### config.mk
export PLATFORM = sky130hd
export DESIGN_NAME = id_ex_stage
export DESIGN_NICKNAME = d
export VERILOG_FILES = /design/src/rtl/cpu_pkg.sv /design/src/rtl/id_ex_stage_fwd_mux.sv /design/src/rtl/id_ex_stage.sv
export SDC_FILE = /design/constraint.sdc
export NUM_CORES = 1
export LEC_CHECK = 0
export ABC_AREA = 0
export BUFFER_PORTS_ARGS = -buffer_cell sky130_fd_sc_hd__clkbuf_2
export CAP_MARGIN = 25
export CELL_PAD_IN_SITES_DETAIL_PLACEMENT = 1
export CELL_PAD_IN_SITES_GLOBAL_PLACEMENT = 2
export CORE_MARGIN = 2
export CORE_UTILIZATION = 33
export CTS_BUF_LIST = sky130_fd_sc_hd__clkbuf_4 sky130_fd_sc_hd__clkbuf_8 sky130_fd_sc_hd__clkbuf_16
export CTS_CLUSTER_DIAMETER = 80
export DETAILED_ROUTE_END_ITERATION = 12
export GPL_ROUTABILITY_DRIVEN = 0
export GPL_TIMING_DRIVEN = 0
export PLACE_DENSITY = 0.94
export SLEW_MARGIN = 25
export SYNTH_ARGS = -nofsm -noshare
export SYNTH_HDL_FRONTEND = slang
export SYNTH_SLANG_ARGS = --single-unit
### constraint.sdc
create_clock -name clk_i -period 7.7 [get_ports clk_i]
set_input_delay 0.385 -clock clk_i [delete_from_list [all_inputs] [get_ports clk_i]]
set_output_delay 0.385 -clock clk_i [all_outputs]
set_load 0.1 [all_outputs]
### src/rtl/cpu_pkg.sv
// Shared RV32I core definitions: datapath widths, ALU op codes and
// operand-source select encodings used by the decode and execute stages.
package cpu_pkg;

   localparam int CPU_XLEN   = 32;
   localparam int CPU_REG_AW = 5;

   localparam logic [3:0] ALU_ADD  = 4'b0000;
   localparam logic [3:0] ALU_SUB  = 4'b0001;
   localparam logic [3:0] ALU_SLL  = 4'b0010;
   localparam logic [3:0] ALU_SLT  = 4'b0011;
   localparam logic [3:0] ALU_SLTU = 4'b0100;
   localparam logic [3:0] ALU_XOR  = 4'b0101;
   localparam logic [3:0] ALU_SRL  = 4'b0110;
   localparam logic [3:0] ALU_SRA  = 4'b0111;
   localparam logic [3:0] ALU_OR   = 4'b1000;
   localparam logic [3:0] ALU_AND  = 4'b1001;

   typedef enum logic [1:0] {
      SRC_A_RS1   = 2'b00,
      SRC_A_PC    = 2'b01,
      SRC_A_ZERO  = 2'b10,
      SRC_A_ZERO2 = 2'b11
   } src_a_sel_e;

   typedef enum logic [1:0] {
      SRC_B_RS2   = 2'b00,
      SRC_B_IMM   = 2'b01,
      SRC_B_FOUR  = 2'b10,
      SRC_B_ZERO  = 2'b11
   } src_b_sel_e;

endpackage

### src/rtl/id_ex_stage_fwd_mux.sv
// Operand forwarding mux: resolves a register read against the EX/MEM and
// MEM/WB write-back sources, youngest producer first; x0 always reads zero.
module fwd_mux #(
   parameter int XLEN   = 32,
   parameter int REG_AW = 5
) (
   input  logic [REG_AW-1:0] rs_addr_i,
   input  logic [XLEN-1:0]   rs_data_i,
   input  logic [REG_AW-1:0] exmem_rd_addr_i,
   input  logic              exmem_reg_write_i,
   input  logic [XLEN-1:0]   exmem_result_i,
   input  logic [REG_AW-1:0] memwb_rd_addr_i,
   input  logic              memwb_reg_write_i,
   input  logic [XLEN-1:0]   memwb_result_i,
   output logic [XLEN-1:0]   value_o
);

   always_comb begin
      value_o = rs_data_i;
      // A nonzero rs_addr match already implies the producer's rd is nonzero.
      if (rs_addr_i == '0) begin
         value_o = '0;
      end else if (exmem_reg_write_i && (exmem_rd_addr_i == rs_addr_i)) begin
         value_o = exmem_result_i;
      end else if (memwb_reg_write_i && (memwb_rd_addr_i == rs_addr_i)) begin
         value_o = memwb_result_i;
      end
   end

endmodule

### src/rtl/id_ex_stage.sv
// ID/EX pipeline register with load-use hazard detection and operand
// forwarding; presents final ALU operands and op code to the EX stage.
module id_ex_stage
   import cpu_pkg::*;
#(
   parameter int XLEN   = CPU_XLEN,
   parameter int REG_AW = CPU_REG_AW
) (
   input  logic              clk_i,
   input  logic              rst_i,
   input  logic              id_valid_i,
   input  logic [XLEN-1:0]   id_pc_i,
   input  logic [REG_AW-1:0] id_rs1_addr_i,
   input  logic [REG_AW-1:0] id_rs2_addr_i,
   input  logic [XLEN-1:0]   id_rs1_data_i,
   input  logic [XLEN-1:0]   id_rs2_data_i,
   input  logic [XLEN-1:0]   id_imm_i,
   input  logic [REG_AW-1:0] id_rd_addr_i,
   input  logic              id_reg_write_i,
   input  logic              id_is_load_i,
   input  logic [3:0]        id_alu_op_i,
   input  logic [1:0]        id_src_a_sel_i,
   input  logic [1:0]        id_src_b_sel_i,
   input  logic [REG_AW-1:0] exmem_rd_addr_i,
   input  logic              exmem_reg_write_i,
   input  logic [XLEN-1:0]   exmem_result_i,
   input  logic [REG_AW-1:0] memwb_rd_addr_i,
   input  logic              memwb_reg_write_i,
   input  logic [XLEN-1:0]   memwb_result_i,
   input  logic              ex_stall_i,
   input  logic              flush_i,
   output logic              stall_o,
   output logic              ex_valid_o,
   output logic [XLEN-1:0]   operand_a_o,
   output logic [XLEN-1:0]   operand_b_o,
   output logic [3:0]        alu_op_o,
   output logic [XLEN-1:0]   store_data_o,
   output logic [REG_AW-1:0] rd_addr_o,
   output logic              reg_write_o,
   output logic              is_load_o
);

   logic              valid_q,     valid_d;
   logic [XLEN-1:0]   pc_q,        pc_d;
   logic [REG_AW-1:0] rs1_addr_q,  rs1_addr_d;
   logic [REG_AW-1:0] rs2_addr_q,  rs2_addr_d;
   logic [XLEN-1:0]   rs1_data_q,  rs1_data_d;
   logic [XLEN-1:0]   rs2_data_q,  rs2_data_d;
   logic [XLEN-1:0]   imm_q,       imm_d;
   logic [REG_AW-1:0] rd_addr_q,   rd_addr_d;
   logic              reg_write_q, reg_write_d;
   logic              is_load_q,   is_load_d;
   logic [3:0]        alu_op_q,    alu_op_d;
   logic [1:0]        src_a_sel_q, src_a_sel_d;
   logic [1:0]        src_b_sel_q, src_b_sel_d;

   logic              load_use;
   logic [XLEN-1:0]   rs1_fwd, rs2_fwd;
   logic [XLEN-1:0]   op_a, op_b;

   // rs2 is compared unconditionally: stores need it even when src_b is the immediate.
   assign load_use = valid_q && is_load_q && (rd_addr_q != '0) && id_valid_i &&
                     (((rd_addr_q == id_rs1_addr_i) && (id_src_a_sel_i == SRC_A_RS1)) ||
                      (rd_addr_q == id_rs2_addr_i));

   assign stall_o = (ex_stall_i || load_use) && !flush_i;

   always_comb begin
      valid_d     = valid_q;
      pc_d        = pc_q;
      rs1_addr_d  = rs1_addr_q;
      rs2_addr_d  = rs2_addr_q;
      rs1_data_d  = rs1_data_q;
      rs2_data_d  = rs2_data_q;
      imm_d       = imm_q;
      rd_addr_d   = rd_addr_q;
      reg_write_d = reg_write_q;
      is_load_d   = is_load_q;
      alu_op_d    = alu_op_q;
      src_a_sel_d = src_a_sel_q;
      src_b_sel_d = src_b_sel_q;
      if (flush_i || (!ex_stall_i && load_use)) begin
         valid_d     = 1'b0;
         reg_write_d = 1'b0;
         is_load_d   = 1'b0;
         alu_op_d    = ALU_ADD;
      end else if (!ex_stall_i) begin
         valid_d     = id_valid_i;
         pc_d        = id_pc_i;
         rs1_addr_d  = id_rs1_addr_i;
         rs2_addr_d  = id_rs2_addr_i;
         rs1_data_d  = id_rs1_data_i;
         rs2_data_d  = id_rs2_data_i;
         imm_d       = id_imm_i;
         rd_addr_d   = id_rd_addr_i;
         reg_write_d = id_reg_write_i;
         is_load_d   = id_is_load_i;
         alu_op_d    = id_alu_op_i;
         src_a_sel_d = id_src_a_sel_i;
         src_b_sel_d = id_src_b_sel_i;
      end
   end

   always_ff @(posedge clk_i or posedge rst_i) begin
      if (rst_i) begin
         valid_q     <= 1'b0;
         pc_q        <= '0;
         rs1_addr_q  <= '0;
         rs2_addr_q  <= '0;
         rs1_data_q  <= '0;
         rs2_data_q  <= '0;
         imm_q       <= '0;
         rd_addr_q   <= '0;
         reg_write_q <= 1'b0;
         is_load_q   <= 1'b0;
         alu_op_q    <= ALU_ADD;
         src_a_sel_q <= SRC_A_RS1;
         src_b_sel_q <= SRC_B_RS2;
      end else begin
         valid_q     <= valid_d;
         pc_q        <= pc_d;
         rs1_addr_q  <= rs1_addr_d;
         rs2_addr_q  <= rs2_addr_d;
         rs1_data_q  <= rs1_data_d;
         rs2_data_q  <= rs2_data_d;
         imm_q       <= imm_d;
         rd_addr_q   <= rd_addr_d;
         reg_write_q <= reg_write_d;
         is_load_q   <= is_load_d;
         alu_op_q    <= alu_op_d;
         src_a_sel_q <= src_a_sel_d;
         src_b_sel_q <= src_b_sel_d;
      end
   end

   fwd_mux #(.XLEN(XLEN), .REG_AW(REG_AW)) u_fwd_rs1 (
      .rs_addr_i         (rs1_addr_q),
      .rs_data_i         (rs1_data_q),
      .exmem_rd_addr_i   (exmem_rd_addr_i),
      .exmem_reg_write_i (exmem_reg_write_i),
      .exmem_result_i    (exmem_result_i),
      .memwb_rd_addr_i   (memwb_rd_addr_i),
      .memwb_reg_write_i (memwb_reg_write_i),
      .memwb_result_i    (memwb_result_i),
      .value_o           (rs1_fwd)
   );

   fwd_mux #(.XLEN(XLEN), .REG_AW(REG_AW)) u_fwd_rs2 (
      .rs_addr_i         (rs2_addr_q),
      .rs_data_i         (rs2_data_q),
      .exmem_rd_addr_i   (exmem_rd_addr_i),
      .exmem_reg_write_i (exmem_reg_write_i),
      .exmem_result_i    (exmem_result_i),
      .memwb_rd_addr_i   (memwb_rd_addr_i),
      .memwb_reg_write_i (memwb_reg_write_i),
      .memwb_result_i    (memwb_result_i),
      .value_o           (rs2_fwd)
   );

   always_comb begin
      op_a = '0;
      op_b = '0;
      case (src_a_sel_q)
         SRC_A_RS1: op_a = rs1_fwd;
         SRC_A_PC:  op_a = pc_q;
         default:   op_a = '0;
      endcase
      case (src_b_sel_q)
         SRC_B_RS2:  op_b = rs2_fwd;
         SRC_B_IMM:  op_b = imm_q;
         SRC_B_FOUR: op_b = XLEN'(4);
         default:    op_b = '0;
      endcase
   end

   // Anything not holding a live instruction drives a clean ADD 0,0 bubble.
   assign ex_valid_o   = valid_q;
   assign operand_a_o  = valid_q ? op_a : '0;
   assign operand_b_o  = valid_q ? op_b : '0;
   assign alu_op_o     = valid_q ? alu_op_q : ALU_ADD;
   assign store_data_o = valid_q ? rs2_fwd : '0;
   assign rd_addr_o    = rd_addr_q;
   assign reg_write_o  = valid_q && reg_write_q;
   assign is_load_o    = valid_q && is_load_q;

endmodule

==> impl_metrics.env, run 1 <==
export IMPL_relSlewSlack_pct=44.1
export IMPL_cp_slowest_stage_delay_ns=0.68
export IMPL_start_util_pct=33.6
export IMPL_final_hold_violation_count=5
export IMPL_syn_inst=804
export IMPL_ir_drop_v=0.000123
export IMPL_synthArstFlopShare_pct=100
export IMPL_hp_class="in2async"
export IMPL_coreArea_um2=27000
export IMPL_fin_crit_ns=3.84
export IMPL_final_core_util_pct=44.0
export IMPL_antenna_found_initial=1
export IMPL_critPathCaptureType="output port"
export IMPL_die_area_um2=28800
export IMPL_synth_avg_cell_area_um2=11.3
export IMPL_synth_ff_type="dfrtp_1"
export IMPL_path_class="reg2out"
export IMPL_p_per_area_nw_per_um2=227
export IMPL_post_cts_resized=0
export IMPL_drv_cap=0
export IMPL_clock_skew_ns=0.0141
export IMPL_synth_edf_count=0
export IMPL_pin_count=343
export IMPL_netlist_area_um2=9050
export IMPL_crit_path_cell_trace="xnor2_1, nand4_1, nor2_1, clkbuf_1, a221oi_2, o21ai_1, clkbuf_2"
export IMPL_area_delta_synth_final_pct=31.0
export IMPL_h_tree_depth=4
export IMPL_die_x_um=170
export IMPL_fmax_ghz=0.260
export IMPL_clock_sinks=154
export IMPL_grt_pass1_vias=9016
export IMPL_n_antenna_cell=0
export IMPL_synth_fp_nets=1038
export IMPL_clockRootBuffer="clkbuf_16"
export IMPL_postCtsSetupRepairBufs=0
export IMPL_tritoncts="yes"
export IMPL_final_instance_count_excl_fill=1521
export IMPL_outcome="finished with violations"
export IMPL_cts_buffers=17
export IMPL_route_detailed_drc=0
export IMPL_nets=1401
export IMPL_grt_util_all_layers_pct=25.6
export IMPL_ant_nets=0
export IMPL_grt_overflow_total=0
export IMPL_first_pass_iters=4
export IMPL_clock_latency_ns=0.42
export IMPL_worst_path_buf_inv=2
export IMPL_dp_cells=1489
export IMPL_synth_area_leaders="dfrtp_1 (43%), mux2_4 (17%), o21ai_0 (6.0%)"
export IMPL_violations="negative hold slack"
export IMPL_cp_max_fo=10
export IMPL_wl_per_cell_um=24.3
export IMPL_drt_iter0_markers=504
export IMPL_p_leak_nw=5.41
export IMPL_start_kind="register"
export IMPL_finalPower_mw=2.69
export IMPL_worstPathRequired_ns=7.32
export IMPL_wirelength_um=37000
export IMPL_io_buffers=342
export IMPL_die_h_um=170
export IMPL_viasPerCell=5.36
export IMPL_finalSetupTns_ns=0
export IMPL_drive_above_1_share_pct=46.0
export IMPL_synth_warnings=0
export IMPL_yosys_cell_types_count=40
export IMPL_ys_ff_latch=154
export IMPL_synth_top_cells_by_count="dfrtp_1 (154), o21ai_0 (109), mux2_4 (100)"
export IMPL_dp_hpwl_um=28600
export IMPL_grt_max_degree=93
export IMPL_arrival_ns=3.45
export IMPL_finalCritPeriodShare_pct=49.9
export IMPL_synth_top_area_share_pct=42.6
export IMPL_setup_viol=0
export IMPL_slowest_stage="nor2_1"
export IMPL_drv_slew=0
export IMPL_clk_pin_slew_ns=0.07
export IMPL_yosys_area_top_type="dfrtp_1"
export IMPL_grt_pass1_wl_um=55100
export IMPL_vias=8156
export IMPL_rsz0062_at_grt="false"
export IMPL_rows=60
export IMPL_cts_max_path_buffers=2
export IMPL_ys_seq_area_share_pct=42.6
export IMPL_hold_ws_ns=-0.00751
export IMPL_tightest_slew_ns=0.835
export IMPL_yosysMostFrequentCell="dfrtp_1"
export IMPL_cpLargestDelayFamily="buffers and inverters"
export IMPL_hold_buffers=0
## area by class of cell
cell class | instances | area (um2)
Fill cell | 3143 | 15100
Multi-Input combinational cell | 579 | 4720
Buffer | 67 | 487
Clock inverter | 14 | 161
Inverter | 4 | 22.5
Sequential cell | 154 | 3850
Tap cell | 341 | 427
Timing Repair Buffer | 344 | 1750
Clock buffer | 18 | 439
## cell families (layout without fill, tap and decap cells)
family | after synthesis | after routing | share of synthesized area [%]
AO/OA/AOI/OAI | 237 | 237 | 18.0
XOR/XNOR | 30 | 30 | 2.90
buffers and inverters | 71 | 447 | 5.54
flip-flops | 154 | 154 | 42.6
multiplexers | 147 | 147 | 22.4
AND/OR/NAND/NOR | 165 | 165 | 8.57
## stage by stage
| stage | area, um2 | setup WS [ns] | hold slack (ns) |
|---|---|---|---|
| 5_1_grt | 11900 | 3.71 | 0.0164 |
| 4_1_cts | 11900 | 3.79 | 0.00644 |
| 2_1_floorplan | 9050 | 3.17 | 0.458 |
| 6_report | 11900 | 3.86 | -0.00751 |
| 3_5_place_dp | 11300 | 4.24 | 0.470 |
| 3_3_place_gp | 11200 | 1.04 | 0.465 |
## state kept, by name (all words and copies together), names as in the netlist, 2 cells and up
name,count
rd_addr_o,5
rs1_addr_q,5
rs2_data_q,32
rs1_data_q,32
imm_q,32
src_b_sel_q,2
src_a_sel_q,2
alu_op_q,4
rs2_addr_q,5
pc_q,32
## routing by layer
layer  vias to the layer above  track usage (%)  share of wire (%)
li1                       3671                -                  -
met1                      4091             31.9                 42
met2                       333             44.6                 50
met3                        59             5.34                6.0
met4                         2             7.95                2.5
met5                         -                0              0.024
## path summary, 6_finish.rpt
kind | from | endpoint | slack [ns] | cells past startpoint
worst min register to register | imm_q[20] | imm_q[20] | 0.49 | 1
worst max-delay path | rs2_addr_q[3] | operand_b_o[9] | 3.86 | 7
min in group clk_i | id_imm_i[29] | imm_q[29] | 0.18 | 2
max in group asynchronous | rst_i | imm_q[12] | 6.85 | 3
worst max register to register | rd_addr_o[4] | imm_q[12] | 5.28 | 6
worst min-delay path | rst_i | rs1_data_q[30] | -0.008 | 2
## power breakdown
part	internal, mW	total, mW	switching [mW]
Clock	0.496	0.889	0.393
Combinational	0.302	0.784	0.481
Sequential	0.925	1.02	0.0937
Total	1.72	2.69	0.968
## cells in the final DEF (no fill, tap or decap), types with 5 or more instances in the layout
cell type,n
clkbuf_2,343
dfrtp_1,154
o21ai_0,109
mux2_4,100
nand2_1,68
o21ai_1,50
clkbuf_1,44
a221oi_1,42
and2_1,38
nor2_1,37
mux2_1,32
xnor2_1,25
a221oi_2,22
clkbuf_16,17
mux2_2,15
buf_12,11
buf_6,6
a32o_1,6
xor2_1,5
or4_1,5
## worst reg2reg max path, delay by kind of cell (launching register included)
| family | cells | cell delay (ns) |
|---|---|---|
| AND/OR/NAND/NOR | 1 | 0.55 |
| AO/OA/AOI/OAI | 2 | 0.50 |
| buffers and inverters | 2 | 0.44 |
| multiplexers | 1 | 0.35 |
| flip-flops | 1 | 0.46 |
Note: power is estimated with default switching activity, not from simulation.
==> run 2, diff against run 1 <==
--- a/config.mk
+++ b/config.mk
@@ -11,13 +11,13 @@
 export CELL_PAD_IN_SITES_DETAIL_PLACEMENT = 1
 export CELL_PAD_IN_SITES_GLOBAL_PLACEMENT = 2
 export CORE_MARGIN = 2
-export CORE_UTILIZATION = 33
+export CORE_UTILIZATION = 30
 export CTS_BUF_LIST = sky130_fd_sc_hd__clkbuf_4 sky130_fd_sc_hd__clkbuf_8 sky130_fd_sc_hd__clkbuf_16
 export CTS_CLUSTER_DIAMETER = 80
 export DETAILED_ROUTE_END_ITERATION = 12
 export GPL_ROUTABILITY_DRIVEN = 0
 export GPL_TIMING_DRIVEN = 0
-export PLACE_DENSITY = 0.94
+export PLACE_DENSITY = 0.87
 export SLEW_MARGIN = 25
 export SYNTH_ARGS = -nofsm -noshare
 export SYNTH_HDL_FRONTEND = slang
==> constraint.sdc (replaced) <==
create_clock -name clk_i -period 4 [get_ports clk_i]
set_input_delay 0.2 -clock clk_i [delete_from_list [all_inputs] [get_ports clk_i]]
set_output_delay 0.2 -clock clk_i [all_outputs]
set_load 0.1 [all_outputs]
==> run 2 against run 1 <==
  * The run now ends clean
  * Sequential share of layout area is 3.2 points lower
  * Wire length is 7.9% higher
  * Non-clock buffer count is 121 higher
  * Via count is 7.2% higher
==> impl_metrics.env, run 2 (synthesized netlist as in run 1, its figures left out) <==
export IMPL_outcome="completed"
export IMPL_start_util_pct=30.5
export IMPL_start_kind="register"
export IMPL_clockPowerShare_pct=31.7
export IMPL_cpLargestDelayFamily="buffers and inverters"
export IMPL_grt_util_all_layers_pct=25.2
export IMPL_first_pass_iters=5
export IMPL_relSlewSlack_pct=44.0
export IMPL_hp_class="in2reg"
export IMPL_setup_viol=0
export IMPL_cp_max_fo=10
export IMPL_cts_buffers=17
export IMPL_final_common_cell="clkbuf_2"
export IMPL_multiInputGateArea_um2=4720
export IMPL_cp_slowest_stage_delay_ns=0.67
export IMPL_postCtsSetupRepairBufs=0
export IMPL_clockRootBuffer="clkbuf_16"
export IMPL_area_delta_synth_final_pct=45.2
export IMPL_final_core_util_pct=44.3
export IMPL_arrival_ns=3.42
export IMPL_grt_pass1_vias=9655
export IMPL_grt_max_degree=31
export IMPL_fmax_ghz=0.276
export IMPL_combPwrFrac_pct=31.0
export IMPL_finalCritPeriodShare_pct=90.6
export IMPL_path_class="reg2out"
export IMPL_h_tree_depth=4
export IMPL_grt_pass1_wl_um=58700
export IMPL_crit_path_cell_trace="xnor2_1, nand4_1, nor2_1, clkbuf_1, a221oi_2, o21ai_1, clkbuf_2"
export IMPL_grt_overflow_total=0
export IMPL_hold_buffers=116
export IMPL_die_h_um=178
export IMPL_ff_latch_area_um2=3850
export IMPL_io_buffers=342
export IMPL_tightest_slew_ns=0.837
export IMPL_worst_path_buf_inv=2
export IMPL_clock_sinks=154
export IMPL_antenna_found_initial=1
export IMPL_viasPerCell=5.16
export IMPL_pin_count=343
export IMPL_fin_crit_ns=3.62
export IMPL_layout_common_cells="clkbuf_2 (343), dfrtp_1 (154), dlygate4sd3_1 (116)"
export IMPL_tritoncts="yes"
export IMPL_final_hold_violation_count=0
export IMPL_p_leak_nw=5.91
export IMPL_route_detailed_drc=0
export IMPL_critPathCaptureType="output port"
export IMPL_worstPathRequired_ns=3.80
export IMPL_dp_hpwl_um=29500
export IMPL_p_int_mw=3.34
export IMPL_die_area_um2=31600
export IMPL_drive_above_1_share_pct=42.2
export IMPL_coreArea_um2=29600
export IMPL_die_x_um=178
export IMPL_drv_slew=0
export IMPL_rows=63
export IMPL_vias=8744
export IMPL_drt_iter0_markers=330
export IMPL_rsz0062_at_grt="false"
export IMPL_clock_skew_ns=0.0138
export IMPL_cts_max_path_buffers=2
export IMPL_wl_per_cell_um=23.6
export IMPL_finalSetupTns_ns=0
export IMPL_swShare_pct=36.6
export IMPL_drv_cap=0
export IMPL_p_per_area_nw_per_um2=401
export IMPL_seqPwrFrac_pct=37.3
export IMPL_post_cts_resized=0
export IMPL_clk_pin_slew_ns=0.07
export IMPL_clock_latency_ns=0.43
export IMPL_p_sw_mw=1.93
export IMPL_wirelength_um=39900
export IMPL_ir_drop_v=0.000223
export IMPL_slowest_stage="nor2_1"
export IMPL_ant_nets=0
export IMPL_fillers=3387
export IMPL_nets=1522
-- run 2: power by group through the flow --
| stage | combinational [mW] | sequential, mW | clock (mW) |
|---|---|---|---|
| after floorplan | 1.09 | 1.98 | 0 |
| after global placement | 1.49 | 1.97 | 0 |
| after detailed placement | 1.53 | 1.98 | 0 |
| after CTS | 1.63 | 1.95 | 1.69 |
| after global routing | 1.72 | 1.99 | 1.75 |
| final | 1.63 | 1.96 | 1.67 |
-- run 2: per-layer routing --
layer / vias to the layer above / global-route usage (%) / share of wire, % / routed length, um
met2: 377 / 44.3 / 50 / 20100
li1: 3923 / - / - / -
met4: 0 / 9.19 / 2.9 / 1170
met1: 4380 / 30.2 / 40 / 16100
met5: - / 0 / 0 / 0
met3: 64 / 5.25 / 6.4 / 2540
-- run 2: area by class of cell --
cell class | instances | share of cell area [%]
antenna | 2 | 0.0381
tap | 390 | 3.71
clock buffer | 18 | 3.34
inverter | 4 | 0.143
clock inverter | 14 | 1.05
buffer | 67 | 3.71
multi-input combinational | 579 | 35.9
sequential | 154 | 29.3
timing repair buffer | 465 | 22.7
-- run 2: worst paths after layout --
path	startpoint	end	slack, ns	cells after the start
max	rs2_addr_q[3]	operand_b_o[5]	0.38	7
min	id_pc_i[23]	pc_q[23]	0.01	2
max reg2reg	rd_addr_o[4]	imm_q[16]	1.57	6
min reg2reg	alu_op_q[1]	alu_op_q[1]	0.49	1
max in group asynchronous	rst_i	imm_q[4]	2.61	6
min in group asynchronous	rst_i	pc_q[25]	0.37	3
-- run 2: metrics by stage --
step	area, um2	std cells	worst slack (ns)	power, mW	hold slack [ns]
3_3_place_gp	11300	1536	0.109	3.46	0.417
6_report	13100	1693	0.378	5.26	0.0141
5_1_grt	13100	1692	0.176	5.47	0.00422
2_1_floorplan	9060	804	0.0341	3.06	0.335
4_1_cts	13100	1691	0.271	5.28	0.000516
3_5_place_dp	11400	1543	0.760	3.51	0.288
==> run 3, diff against run 2 <==
--- a/config.mk
+++ b/config.mk
@@ -6,7 +6,7 @@
 export NUM_CORES = 1
 export LEC_CHECK = 0
 export ABC_AREA = 0
-export BUFFER_PORTS_ARGS = -buffer_cell sky130_fd_sc_hd__clkbuf_2
+export BUFFER_PORTS_ARGS = -buffer_cell sky130_fd_sc_hd__buf_2
 export CAP_MARGIN = 25
 export CELL_PAD_IN_SITES_DETAIL_PLACEMENT = 1
 export CELL_PAD_IN_SITES_GLOBAL_PLACEMENT = 2
==> run 3 against run 2 <==
  * Sequential power about the same
  * First-iteration DRC count grew 55%
  * Critical path depth unchanged
  * Largest cell class unchanged
  * Global-route usage is 1.2 points higher
  * Maximum frequency fell by 3.1%
  * Largest power group unchanged
  * Utilization increased by 1.1 points
==> impl_metrics.env, run 3 (synthesized netlist as in run 1, its figures left out) <==
export IMPL_die_h_um=178
export IMPL_post_cts_resized=0
export IMPL_rsz0062_at_grt="false"
export IMPL_slowest_stage="nor2_1"
export IMPL_grt_pass1_vias=10000
export IMPL_die_area_um2=31600
export IMPL_worstPathRequired_ns=3.80
export IMPL_clock_sinks=154
export IMPL_antenna_found_initial=4
export IMPL_fin_crit_ns=3.74
export IMPL_clock_latency_ns=0.45
export IMPL_drt_iter0_markers=511
export IMPL_drv_slew=0
export IMPL_path_class="reg2out"
export IMPL_drive_above_1_share_pct=41.5
export IMPL_coreArea_um2=29600
export IMPL_crit_path_cell_trace="xnor2_1, nand4_1, nor2_1, clkbuf_1, a221oi_2, o21ai_1, buf_2"
export IMPL_cp_max_fo=10
export IMPL_rows=63
export IMPL_drv_cap=0
export IMPL_r2r_end="imm_q[22]"
export IMPL_nets=1547
export IMPL_p_sw_mw=1.88
export IMPL_combPwrFrac_pct=30.6
export IMPL_crit_end="operand_b_o[9]"
export IMPL_ff_latch_area_um2=3850
export IMPL_grt_overflow_total=0
export IMPL_start_util_pct=30.5
export IMPL_vias=8892
export IMPL_clockRootBuffer="clkbuf_16"
export IMPL_area_delta_synth_final_pct=48.9
export IMPL_h_tree_depth=4
export IMPL_relSlewSlack_pct=37.7
export IMPL_grt_pass1_wl_um=61100
export IMPL_tritoncts="yes"
export IMPL_fillers=3402
export IMPL_route_detailed_drc=0
export IMPL_finalPower_mw=5.44
export IMPL_fmax_ghz=0.267
export IMPL_layout_common_cells="buf_2 (344), dfrtp_1 (154), dlygate4sd3_1 (140)"
export IMPL_wl_per_cell_um=24.2
export IMPL_seqPwrFrac_pct=36.2
export IMPL_clockPowerShare_pct=33.2
export IMPL_grt_util_all_layers_pct=26.3
export IMPL_first_pass_iters=5
export IMPL_clk_pin_slew_ns=0.06
export IMPL_clock_skew_ns=0.0108
export IMPL_pin_count=343
export IMPL_critPathCaptureType="output port"
export IMPL_ant_nets=0
export IMPL_io_buffers=342
export IMPL_swShare_pct=34.5
export IMPL_cts_buffers=17
export IMPL_arrival_ns=3.54
export IMPL_hp_class="in2reg"
export IMPL_outcome="completed"
export IMPL_die_x_um=178
export IMPL_finalSetupTns_ns=0
export IMPL_start_kind="register"
export IMPL_finalCritPeriodShare_pct=93.5
export IMPL_dp_hpwl_um=30000
export IMPL_cpLargestDelayFamily="buffers and inverters"
export IMPL_setup_viol=0
export IMPL_multiInputGateArea_um2=4720
export IMPL_path_depth=7
export IMPL_cts_max_path_buffers=2
export IMPL_crit_start="rs2_addr_q[3]"
export IMPL_p_leak_nw=6.10
export IMPL_worst_path_buf_inv=2
export IMPL_cp_slowest_stage_delay_ns=0.74
export IMPL_p_per_area_nw_per_um2=403
export IMPL_final_common_cell="buf_2"
export IMPL_viasPerCell=5.16
export IMPL_wirelength_um=41600
export IMPL_grt_max_degree=31
export IMPL_r2r_start="rd_addr_o[0]"
export IMPL_p_int_mw=3.56
export IMPL_rrSetupSlack_ns=1.55
export IMPL_final_hold_violation_count=0
export IMPL_ir_drop_v=0.000284
export IMPL_tightest_slew_ns=0.931
export IMPL_ff2ff_path_depth=6
==> run 3: changes by cell type in the layout (fill, tap and decap cells not counted), sizes merged <==
cell	delta
clkinvlp	-2
inv	-5
bufinv	+3
dlygate4sd3	+24
buf	+343
clkbuf	-339
clkinv	+1
diode	+4
==> run 3: what timing repair did <==
action / 4_1_cts / 5_1_grt
hold buffers: 140 / 0
setup endpoints to repair: 0 / 0
hold endpoints to repair: 168 / 0
setup buffers: 0 / 0
==> run 3: final cells by class <==
cell class | count | area share [%]
clock buffer | 21 | 3.47
antenna | 6 | 0.111
buffer | 67 | 3.61
inverter | 4 | 0.139
sequential | 154 | 28.6
timing repair buffer | 490 | 24.2
multi-input combinational | 579 | 35.0
clock inverter | 11 | 1.25
tap | 390 | 3.62
==> run 3: layer usage <==
metal  vias up  track usage, %  routed length [um]  part of all wire [%]
li1       3972               -                   -                     -
met1      4466            29.8               16500                    40
met2       378            47.2               21300                    51
met3        76            6.08                2480                   6.0
met4         0            11.3                1350                   3.2
met5         -               0                   0                     0
==> run 3: power by group through the flow <==
stage          registers (mW)  logic (mW)  clock network [mW]
2_1_floorplan            1.98        1.09                   0
3_3_place_gp             1.97        1.49                   0
3_5_place_dp             1.98        1.54                   0
4_1_cts                  1.96        1.65                1.83
5_1_grt                  1.99        1.76                1.91
6_report                 1.97        1.66                1.81
==> run 3: worst min-delay path by stage <==
stage / startpoint / end / slack (ns) / depth (start not counted)
final: id_rs2_addr_i[1] / rs2_addr_q[1] / 0.03 / 2
after global routing: id_rs1_data_i[19] / rs1_data_q[19] / 0.01 / 2
after CTS: id_rs2_addr_i[0] / rs2_addr_q[0] / 0.0004 / 2
after detailed placement: rst_i / rd_addr_o[3] / 0.20 / 2
after global placement: id_imm_i[23] / imm_q[23] / 0.42 / 2
after floorplan: id_imm_i[0] / imm_q[0] / 0.33 / 1
==> run 3: stage by stage <==
stage | worst slack (ns) | hold slack, ns | instances | utilization, % | area [um2]
after floorplan | 0.0341 | 0.335 | 804 | - | 9060
after global placement | 0.161 | 0.417 | 1536 | 38.0 | 11300
after detailed placement | 0.772 | 0.197 | 1544 | 38.5 | 11400
after CTS | 0.268 | 0.000388 | 1716 | 45.4 | 13500
after global routing | 0.154 | 0.0118 | 1719 | 45.4 | 13500
final | 0.261 | 0.0268 | 1722 | 45.5 | 13500
